$ cat src/rtl/cic_dec_gain_norm.sv
// CIC decimator output normaliser: run-time bit-gain ceil(N*log2(rate)) and a 2-stage strobed shifter.
// Optional rounding with positive saturation is enabled by defining CIC_DEC_GAIN_NORM_ROUND_EN.
module cic_dec_gain_norm #(
  parameter  int BW     = 16,
  parameter  int N      = 4,
  parameter  int RATE_W = 8,
  localparam int GMAX   = N * RATE_W,
  localparam int IW     = BW + GMAX,
  localparam int GW     = $clog2(GMAX + 1)
) (
  input  logic              clock,
  input  logic              reset,
  input  logic [RATE_W-1:0] rate,
  input  logic              strobe_in,
  input  logic [IW-1:0]     signal_in,
  output logic              strobe_out,
  output logic [BW-1:0]     signal_out,
  output logic [GW-1:0]     shift_out,
  output logic              gain_valid
);

  localparam int CW = $clog2(N + 1);

  typedef enum logic [1:0] {IDLE, LOAD, MUL, FIND} state_t;

  state_t            state;
  logic [RATE_W-1:0] rate_q;
  logic [GMAX-1:0]   acc;
  logic [GMAX-1:0]   reff_in;
  logic [GMAX-1:0]   reff_q;
  logic [CW-1:0]     cnt;
  logic [GW-1:0]     msb;
  logic [GW-1:0]     gain;
  logic              pow2;

  assign reff_in = (rate   == '0) ? GMAX'(1) : GMAX'(rate);
  assign reff_q  = (rate_q == '0) ? GMAX'(1) : GMAX'(rate_q);

  // ceil(log2(acc)): index of the top set bit, bumped unless acc is a power of two
  always_comb begin
    msb = '0;
    for (int unsigned i = 0; i < GMAX; i++) begin
      if (acc[i]) msb = GW'(i);
    end
    pow2 = ((acc & (acc - GMAX'(1))) == '0);
    gain = msb + GW'(!pow2);
  end

  always_ff @(posedge clock or posedge reset) begin
    if (reset) begin
      state      <= LOAD;
      rate_q     <= '0;
      acc        <= '0;
      cnt        <= '0;
      shift_out  <= '0;
      gain_valid <= 1'b0;
    end else begin
      case (state)
        IDLE: begin
          if (rate != rate_q) begin
            state      <= LOAD;
            gain_valid <= 1'b0;
          end
        end
        LOAD: begin
          rate_q <= rate;
          acc    <= reff_in;
          cnt    <= CW'(N - 1);
          state  <= (N == 1) ? FIND : MUL;
        end
        MUL: begin
          if (rate != rate_q) begin
            state <= LOAD;
          end else begin
            acc <= acc * reff_q;
            cnt <= cnt - CW'(1);
            if (cnt == CW'(1)) state <= FIND;
          end
        end
        FIND: begin
          if (rate != rate_q) begin
            state <= LOAD;
          end else begin
            shift_out  <= gain;
            gain_valid <= 1'b1;
            state      <= IDLE;
          end
        end
        default: state <= LOAD;
      endcase
    end
  end

  logic              s1_stb;
  logic [IW-1:0]     s1_data;
  logic [GW-1:0]     s1_shift;
  logic [BW-1:0]     norm;

`ifdef CIC_DEC_GAIN_NORM_ROUND_EN
  localparam logic signed [IW:0] SMAX = (IW + 1)'(2 ** (BW - 1) - 1);

  logic [IW:0]        rnd;
  logic signed [IW:0] rsum;
  logic signed [IW:0] rshr;

  // Half-LSB added in one extra bit of headroom; only the positive side can overflow
  always_comb begin
    rnd  = ((IW + 1)'(1) << s1_shift) >> 1;
    rsum = $signed({s1_data[IW-1], s1_data}) + $signed(rnd);
    rshr = rsum >>> s1_shift;
    if (rshr > SMAX) norm = {1'b0, {(BW-1){1'b1}}};
    else             norm = rshr[BW-1:0];
  end
`else
  always_comb begin
    norm = BW'(s1_data >> s1_shift);
  end
`endif

  // Shift is captured with the data so a gain update never splits a sample
  always_ff @(posedge clock or posedge reset) begin
    if (reset) begin
      s1_stb     <= 1'b0;
      s1_data    <= '0;
      s1_shift   <= '0;
      strobe_out <= 1'b0;
      signal_out <= '0;
    end else begin
      s1_stb <= strobe_in;
      if (strobe_in) begin
        s1_data  <= signal_in;
        s1_shift <= shift_out;
      end
      strobe_out <= s1_stb;
      if (s1_stb) signal_out <= norm;
    end
  end

endmodule

$ cat config.mk
export PLATFORM = sky130hd
export DESIGN_NAME = cic_dec_gain_norm
export DESIGN_NICKNAME = d
export VERILOG_FILES = /design/src/rtl/cic_dec_gain_norm.sv
export SDC_FILE = /design/constraint.sdc
export NUM_CORES = 1
export LEC_CHECK = 0
export ABC_AREA = 1
export CAP_MARGIN = 30
export CELL_PAD_IN_SITES_DETAIL_PLACEMENT = 0
export CELL_PAD_IN_SITES_GLOBAL_PLACEMENT = 2
export CORE_MARGIN = 4
export CORE_UTILIZATION = 39
export CTS_CLUSTER_DIAMETER = 80
export DETAILED_ROUTE_END_ITERATION = 10
export GPL_ROUTABILITY_DRIVEN = 0
export PLACE_DENSITY = 0.95
export REMOVE_ABC_BUFFERS = 1
export SLEW_MARGIN = 20
export SYNTH_ARGS = -nofsm -noshare
export SYNTH_HDL_FRONTEND = slang
export SYNTH_SLANG_ARGS = --single-unit
$ cat constraint.sdc
create_clock -name clock -period 14.7 [get_ports clock]
set_input_delay 2.94 -clock clock [delete_from_list [all_inputs] [get_ports clock]]
set_output_delay 2.94 -clock clock [all_outputs]
set_load 0.01 [all_outputs]
# == After elaboration in Yosys (flattened, before gate mapping) ==
# Index checks and enable logic that the tools add are counted.
# totals
reg_bits,124
input_bits,59
out_inout_bits,24
word_cells,83
# classes
add_sub_neg,3
multipliers,1
n_eq_ne,9
shift,1
mux,45
n_bitwise,2
reduce_logical,11
# op_table
op,count
6-bit 2-to-1 mux,30
32-bit case mux with 2 select lines,1
48-bit by 6-bit right shift with 16-bit output,1
32-bit AND,1
32-bit zero test,1
32-bit by 8-bit multiplier with 32-bit output,1
32-bit 2-to-1 mux,1
32-bit by 1-bit subtractor with 32-bit output (second input constant),1
8-bit zero test,2
8-bit 2-to-1 mux,2
8-bit inequality test,1
2-bit case mux with 4 select lines,1
6-bit by 1-bit adder with 6-bit output,1
2-bit 2-to-1 mux,3
2-bit inequality test (second input constant),3
3-bit case mux with 2 select lines,1
2-bit AND reduction,3
2-bit equality test (second input constant),2
1-bit 2-to-1 mux,4
2-bit nonzero test,2
3-bit by 1-bit equality test with 1-bit output (second input constant),1
3-bit 2-to-1 mux,1
3-bit inequality test (second input constant),1
3-bit AND reduction,1
6 further kinds,6

# == Longest topological paths before layout ==
# Gate-level depths: netlist (run 1).
# logic_depth
depth_word,32
mapped_depth,38
depth_no_buf,37

# == Least setup slack after synthesis (run 1) ==
# Ideal clock, no wire load.
# synth_timing
path_kind,flip-flop to flip-flop
start,reg rate_q[3]
end,reg acc[29]
setup_ns,0.132
arrival_time_ns,4.889
required_time_ns,14.568
setup_slack_ns,9.679
path_stages_with_launch,27
synth_period_minus_slack_ns,5.021
cell_sequence,dfrtp_1 -> clkbuf_1 -> buf_1 -> nand2_1 -> fa_1 -> fa_1 -> fa_1 -> fa_1 -> inv_1 -> ha_1 -> a21oi_1 -> nand2_1 -> a31oi_1 -> o21a_1 -> o21ai_1 -> nand2_1 -> nand2_2 -> a21oi_2 -> nor2_1 -> nor2_1 -> inv_2 -> nand2_1 -> nand2_1 -> a21boi_1 -> nand2_1 -> nand2_1 -> o22ai_1
# synth_via
elab_chain_len,5
elab_cells_between_ends,8
classes_between,mul: 1; eq/ne: 2; mux: 3; reduce/logical: 2
# synth_rtl
element,line_no,text
"start, declared",27,logic [RATE_W-1:0] rate_q;
"start signal, assigned",66,rate_q <= rate;
8-bit zero test,37,assign reff_q = (rate_q == '0) ? GMAX'(1) : GMAX'(rate_q);
8-bit 2-to-1 mux,37,
32-bit by 8-bit multiplier with 32-bit output,75,acc <= acc * reff_q;
32-bit 2-to-1 mux,72,if (rate != rate_q) begin
32-bit case mux with 2 select lines,58,case (state)
"end signal, assigned",67,acc <= reff_in;
"end signal, assigned",75,
"end, declared",28,logic [GMAX-1:0] acc;
# Several ways; a longest one is shown, not always the timed one. The select of a mux whose other input is x is not followed.
# A chain may end at the register's enable or synchronous reset.

# == Worst setup path in the final report (run 1) ==
# layout_timing
start,reg rate_q[7]
end,reg acc[29]
# The elaborated chain is that of the path after synthesis.

==> qor.txt, run 1 <==
DR pass1 iterations - 5
number of global-route vias before repair - 12.2k
chip height - 197 um
DR iter-0 viols - 884
fin. max-slew vios - 0
Post-Place Cell Area - 15,000 um2
WL/cell - 16.5 um
via count normalized by instance count - 5.11
buffer count from post-CTS setup fixing - 0
antenna diode count - 0
clock-pin slew on the worst setup and hold paths - 60 ps
post-route ant nets - 0
Initial Utilization - 39.4%
asr flop ratio synth - 100%
initial antenna violation count - 0
top cell type's share of synthesized area - 22.3%
status - finished, final reports clean
pwr/cell area - 75.3 nW/um2
most common cell in the netlist - nand2_1
die width - 197 um
total gr overflow - 0
worst-skew pair later-pin latency - 440 ps
VDD IR max - 0.0795 mV
share of the yosys chip area belonging to registers - 22.2%
CTS Hold Bufs - 0
top cells by count, synth - 534 x nand2_1, 317 x inv_1, 167 x o21ai_0
port bufs - 82
Remaining DRCs - 0
Crit Path Category - register to register
RR Startpoint - rate_q[7]
H-tree levels - 4
io pins - 83
data required time of the worst path - 15,000 ps
Setup Skew - 10.5 ps
post-cts resize count - 0
worst endpoint data arrival time - 6340 ps
post-synthesis average cell area - 7.37 um2
leakage power - 8.32 nW
synthesized cell area - 14,000 um2
Yosys reg bits - 124
unrepaired setup endpoints after global routing - false
main flop type after synthesis - dfrtp_1
first-pass GRT wire length - 64,800 um
Filler Cell Count - 3,617
Design Area, Final - 15,600 um2
area of the multi-input gates - 9170 um2
Syn. warnings - 0
fin crit share - 41.1%
Final Setup Violations - 0
Critical Path Start - rate_q[7]
Max-Cap Viols - 0
final WL - 39,100 um
Max Fclk - 0.166 GHz
Sink Count - 124
CTS Buffer Depth - 2
count of cell types in the netlist - 55
Area Overhead vs Synth - 11.8%
number of synthesized flops with an enable pin - 0
largest net degree at the start of global routing - 107
area leader, netlist - fa_1
worst hold path type - register to register
register area - 3110 um2
total CTS buffers - 17
clock root buffer - clkbuf_16
CP startpoint kind - register
FP Rows - 69
setup TNS - 0 ps
Max FO, Critical Path - 30
Most Frequent Cell on Critical Path - nand2_1
Total GRT Usage - 20.7%
worst hold start - signal_out[12]
dominant cells by area after synthesis - fa_1 22%, dfrtp_1 22%, nand2_1 14%
core area - 35,500 um2
Detailed Place HPWL - 30,300 um
CP max stage cell - dfrtp_1
Nets - 2,163
cell count after synthesis - 1,897
slowest cell delay on critical path - 930 ps
fraction of layout cells with a size suffix above 1 - 4.38%
Slew HR - 37.4%
Hold Vio Cnt, Final - 0
endpoint class of the critical path - register
Tightest Pin Transition - 940 ps
Vias - 12.1k
CTS tree - done
fin crit period - 6040 ps
Die ar. - 38,900 um2
[per-layer routing]
layer	routed length [um]	up-vias	global-route usage [%]
met4	762	0	5.83
met2	18600	307	34.2
li1	-	5921	-
met3	1780	47	2.40
met5	0	-	0
met1	17900	5873	28.9
[worst max-delay path: cells and delay by family (launching register included)]
family	cells	cell delay (ps)
flops	1	930
buf+inv	4	640
simple gates	14	1320
compound gates	7	1210
fa+ha+maj	4	1750
[cell usage in the layout, fill, tap and decap left out, types with 10 or more instances in the layout]
| master | instances |
|---|---|
| o22ai_1 | 20 |
| inv_2 | 10 |
| xnor2_1 | 11 |
| a31oi_1 | 10 |
| clkbuf_16 | 17 |
| clkdlybuf4s50_1 | 81 |
| o21ai_1 | 56 |
| o211ai_1 | 17 |
| inv_1 | 315 |
| fa_1 | 156 |
| o21ai_0 | 167 |
| xor2_1 | 15 |
| buf_4 | 12 |
| nor2_1 | 93 |
| a21oi_1 | 65 |
| nand3_1 | 24 |
| mux2i_1 | 38 |
| nand2_1 | 534 |
| ha_1 | 44 |
| dfrtp_1 | 122 |
[final timing paths]
| check | cells past startpoint | endpoint | slack (ps) |
|---|---|---|---|
| worst min-delay path | 2 | signal_out[12] | 500 |
| worst max register to register | 29 | acc[29] | 8660 |
| worst min register to register | 2 | signal_out[12] | 500 |
| worst max-delay path | 29 | acc[29] | 8660 |
| max in group asynchronous | 3 | s1_shift[0] | 10480 |
| min in group asynchronous | 2 | acc[30] | 2970 |
[where the power goes]
part	leakage [nW]	switching, mW	internal [mW]
Clock	0.259	0.184	0.224
Combinational	6.51	0.232	0.154
Sequential	1.55	0.0208	0.363
[state kept, by name, summed over array words and instances (netlist names)]
register and cells:
acc 32, cnt 3, gain_valid 1, rate_q 8
s1_data 48, s1_shift 6, s1_stb 1, shift_out 6
signal_out 16, state 2, strobe_out 1
[logic make-up (layout without fill, tap and decap cells)]
| family | after synthesis | after routing | share of synthesized area (%) |
|---|---|---|---|
| muxes | 41 | 41 | 2.96 |
| AOI/OAI and AO/OA | 368 | 368 | 14.5 |
| adders and majority gates | 200 | 200 | 26.3 |
| and+or+nand+nor | 698 | 698 | 20.1 |
| buffers and inverters | 440 | 460 | 12.3 |
| xor gates and xnor gates | 26 | 26 | 1.63 |
| DFF | 124 | 124 | 22.2 |
[through the flow]
stage,setup slack [ps],power (mW),hold WS (ps),util (%),cells
6_report,8660,1.18,497,44.0,2378
5_1_grt,8150,1.26,522,44.0,2378
4_1_cts,8720,1.18,493,43.9,2376
3_5_place_dp,8720,0.772,478,42.4,2344
3_3_place_gp,8710,0.769,471,42.3,2342
2_1_floorplan,8460,0.651,475,-,1787
[final cells by class]
type                       instances  share of cell area, %
tap                              461                   3.69
clock buffer                      19                   2.83
timing repair buffer              98                   6.26
inverter                         330                   7.96
multi-input combinational       1333                   58.7
sequential                       124                   19.9
clock inverter                    13                  0.689
Power figures use the tool's default switching activity.
==> run 2: changes to the inputs <==
--- a/config.mk
+++ b/config.mk
@@ -10,11 +10,11 @@
 export CELL_PAD_IN_SITES_DETAIL_PLACEMENT = 0
 export CELL_PAD_IN_SITES_GLOBAL_PLACEMENT = 2
 export CORE_MARGIN = 4
-export CORE_UTILIZATION = 39
+export CORE_UTILIZATION = 36
 export CTS_CLUSTER_DIAMETER = 80
 export DETAILED_ROUTE_END_ITERATION = 10
 export GPL_ROUTABILITY_DRIVEN = 0
-export PLACE_DENSITY = 0.95
+export PLACE_DENSITY = 0.93
 export REMOVE_ABC_BUFFERS = 1
 export SLEW_MARGIN = 20
 export SYNTH_ARGS = -nofsm -noshare
==> constraint.sdc (replaced) <==
create_clock -name clock -period 6 [get_ports clock]
set_input_delay 1.2 -clock clock [delete_from_list [all_inputs] [get_ports clock]]
set_output_delay 1.2 -clock clock [all_outputs]
set_load 0.01 [all_outputs]
==> run 2 against run 1 <==
Via count fell by 0.97%; worst setup slack got worse by 8200 ps; final area rose by 1.2%; largest cell class unchanged; count of clock-buffer cells in the layout rose by 2; first-iteration DRC count fell by 20%; sequential cell count did not move; hold slack got worse by 13 ps; clock skew rose by 2.0 ps; critical path depth fell by 4; combinational power rose to 2.5 times the previous value; sequential power rose by 140%; highest routed layer unchanged.
==> qor.txt, run 2 (synthesis results as in run 1) <==
DR iter-0 viols - 706 (was 884)
fraction of layout cells with a size suffix above 1 - 4.68% (was 4.38%)
core occupancy in the finished layout - 41.6% (was 44.0%)
CTS Buffer Depth - 2 (unchanged)
Nets - 2,170 (was 2,163)
Sink Count - 124 (unchanged)
data required time of the worst path - 6320 ps (was 15,000 ps)
first-pass GRT wire length - 67,300 um (was 64,800 um)
Largest regs - s1_data (48), acc (32), signal_out (16) (unchanged)
Filler Cell Count - 3,987 (was 3,617)
most frequent cells in the layout - 534 x nand2_1, 315 x inv_1, 167 x o21ai_0 (unchanged)
antenna diode count - 0 (unchanged)
post-cts resize count - 0 (unchanged)
RR Startpoint - rate_q[3] (was rate_q[7])
FP Rows - 71 (was 69)
Max-Cap Viols - 0 (unchanged)
slowest cell delay on critical path - 520 ps (was 930 ps)
leakage power - 8.39 nW (was 8.32 nW)
worst hold endpoint - signal_out[9] (was signal_out[12])
die width - 205 um (was 197 um)
R2R Setup Slk - 490 ps (was 8660 ps)
fin. max-slew vios - 0 (unchanged)
register area - 3110 um2 (unchanged)
Initial Utilization - 36.8% (was 39.4%)
Largest Register - s1_data (unchanged)
Die ar. - 42,000 um2 (was 38,900 um2)
endpoint class of the critical path - register (unchanged)
cell depth of the worst setup path - 25 (was 29)
fin crit share - 91.8% (was 41.1%)
via count normalized by instance count - 4.94 (was 5.11)
Largest delay share family, worst path - adder cells (unchanged)
total CTS buffers - 17 (unchanged)
unrepaired setup endpoints after global routing - false (unchanged)
max reg flops - 48 (unchanged)
WHS Path Cells - 2 (unchanged)
dpl ws - 558 ps (was 8720 ps)
non-filler cells, final - 2,435 (was 2,378)
H-tree levels - 4 (unchanged)
CTS tree - done (unchanged)
DR pass1 iterations - 5 (unchanged)
worst hold start - signal_out[9] (was signal_out[12])
R2R depth - 25 (was 29)
pwr/cell area - 192 nW/um2 (was 75.3 nW/um2)
Max FO, Critical Path - 31 (was 30)
Vias - 12.0k (was 12.1k)
Crit Path Category - register to register (unchanged)
clock-pin slew on the worst setup and hold paths - 60 ps (about the same)
Hold Vio Cnt, Final - 0 (unchanged)
port bufs - 82 (unchanged)
Slew HR - 40.6% (was 37.4%)
clock root buffer - clkbuf_16 (unchanged)
WL/cell - 16.5 um (about the same)
most common cell after layout, fill and taps aside - nand2_1 (unchanged)
final WL - 40,200 um (was 39,100 um)
chip height - 205 um (was 197 um)
Detailed Place HPWL - 30,300 um (about the same)
setup TNS - 0 ps (unchanged)
largest net degree at the start of global routing - 91 (was 107)
Remaining DRCs - 0 (unchanged)
DP Cell Count - 2,400 (was 2,344)
worst-skew pair later-pin latency - 440 ps (about the same)
buffer count from post-CTS setup fixing - 0 (unchanged)
Area Overhead vs Synth - 13.1% (was 11.8%)
worst endpoint data arrival time - 5830 ps (was 6340 ps)
CP startpoint kind - register (unchanged)
Tightest Pin Transition - 887 ps (was 940 ps)
number of global-route vias before repair - 12.5k (was 12.2k)
Most Frequent Cell on Critical Path - nand2_1 (unchanged)
setup ws final - 490 ps (was 8660 ps)
Reg-to-Reg End - acc[29] (unchanged)
Max Fclk - 0.181 GHz (was 0.166 GHz)
post-route ant nets - 0 (unchanged)
critical path buffer and inverter count - 3 (was 4)
CTS Hold Bufs - 0 (unchanged)
io pins - 83 (unchanged)
Total GRT Usage - 19.9% (was 20.7%)
Final Setup Violations - 0 (unchanged)
status - finished, final reports clean (unchanged)
CP max stage cell - fa_1 (was dfrtp_1)
area of the multi-input gates - 9160 um2 (was 9170 um2)
total gr overflow - 0 (unchanged)
VDD IR max - 0.196 mV (was 0.0795 mV)
fin crit period - 5510 ps (was 6040 ps)
worst hold path type - register to register (unchanged)
Setup Skew - 12.5 ps (was 10.5 ps)
core area - 38,000 um2 (was 35,500 um2)
initial antenna violation count - 0 (unchanged)
run 2: cell count changes in the layout (fill, tap and decap cells not counted):
cell	previous run	this run
buf_8	3	1
clkinv_4	2	1
clkbuf_1	1	2
clkbuf_8	1	2
clkinvlp_4	4	3
clkinv_2	1	3
inv_6	6	1
nor3_4	2	1
bufinv_16	0	4
inv_8	1	0
buf_16	1	2
nor3_2	1	2
buf_4	12	20
run 2: area by class of cell:
class / count / area share, %
clock inverter: 11 / 1.05
multi-input combinational: 1333 / 57.9
sequential: 124 / 19.6
tap: 511 / 4.04
inverter: 330 / 7.86
clock buffer: 21 / 2.91
timing repair buffer: 105 / 6.55
run 2: how the worst max path moves through the flow:
stage | startpoint | to | slack [ps]
global placement | rate_q[4] | acc[28] | 660
detailed placement | rate_q[4] | acc[28] | 560
floorplan | rate_q[1] | acc[29] | 120
CTS | rate_q[4] | acc[28] | 540
global route | rate_q[5] | acc[29] | 80
finish | rate_q[3] | acc[29] | 490
run 2: metrics by stage:
step	hold slack, ps	instance area (um2)	power (mW)
3_3_place_gp	472	15100	1.90
2_1_floorplan	475	13500	1.59
5_1_grt	503	15800	3.25
6_report	485	15800	3.04
3_5_place_dp	478	15100	1.91
4_1_cts	492	15700	3.06
run 2: power by group:
part / total [mW] / switching [mW] / leakage (nW) / internal (mW)
Combinational: 0.984 / 0.599 / 6.53 / 0.385
Clock: 1.12 / 0.408 / 0.299 / 0.715
Sequential: 0.931 / 0.0424 / 1.55 / 0.889
run 2: layer usage:
metal	wire [um]	global-route usage, %	vias to the layer above
met4	786	5.41	0
li1	-	-	5936
met3	1900	3.18	49
met5	0	0	-
met2	18600	31.8	275
met1	18900	28.2	5770
run 2: worst min-delay path: cells and delay by family, from the launching register on:
family / cells / cell delay (ps)
compound gates: 1 / 60
simple gates: 1 / 50
flops: 1 / 340
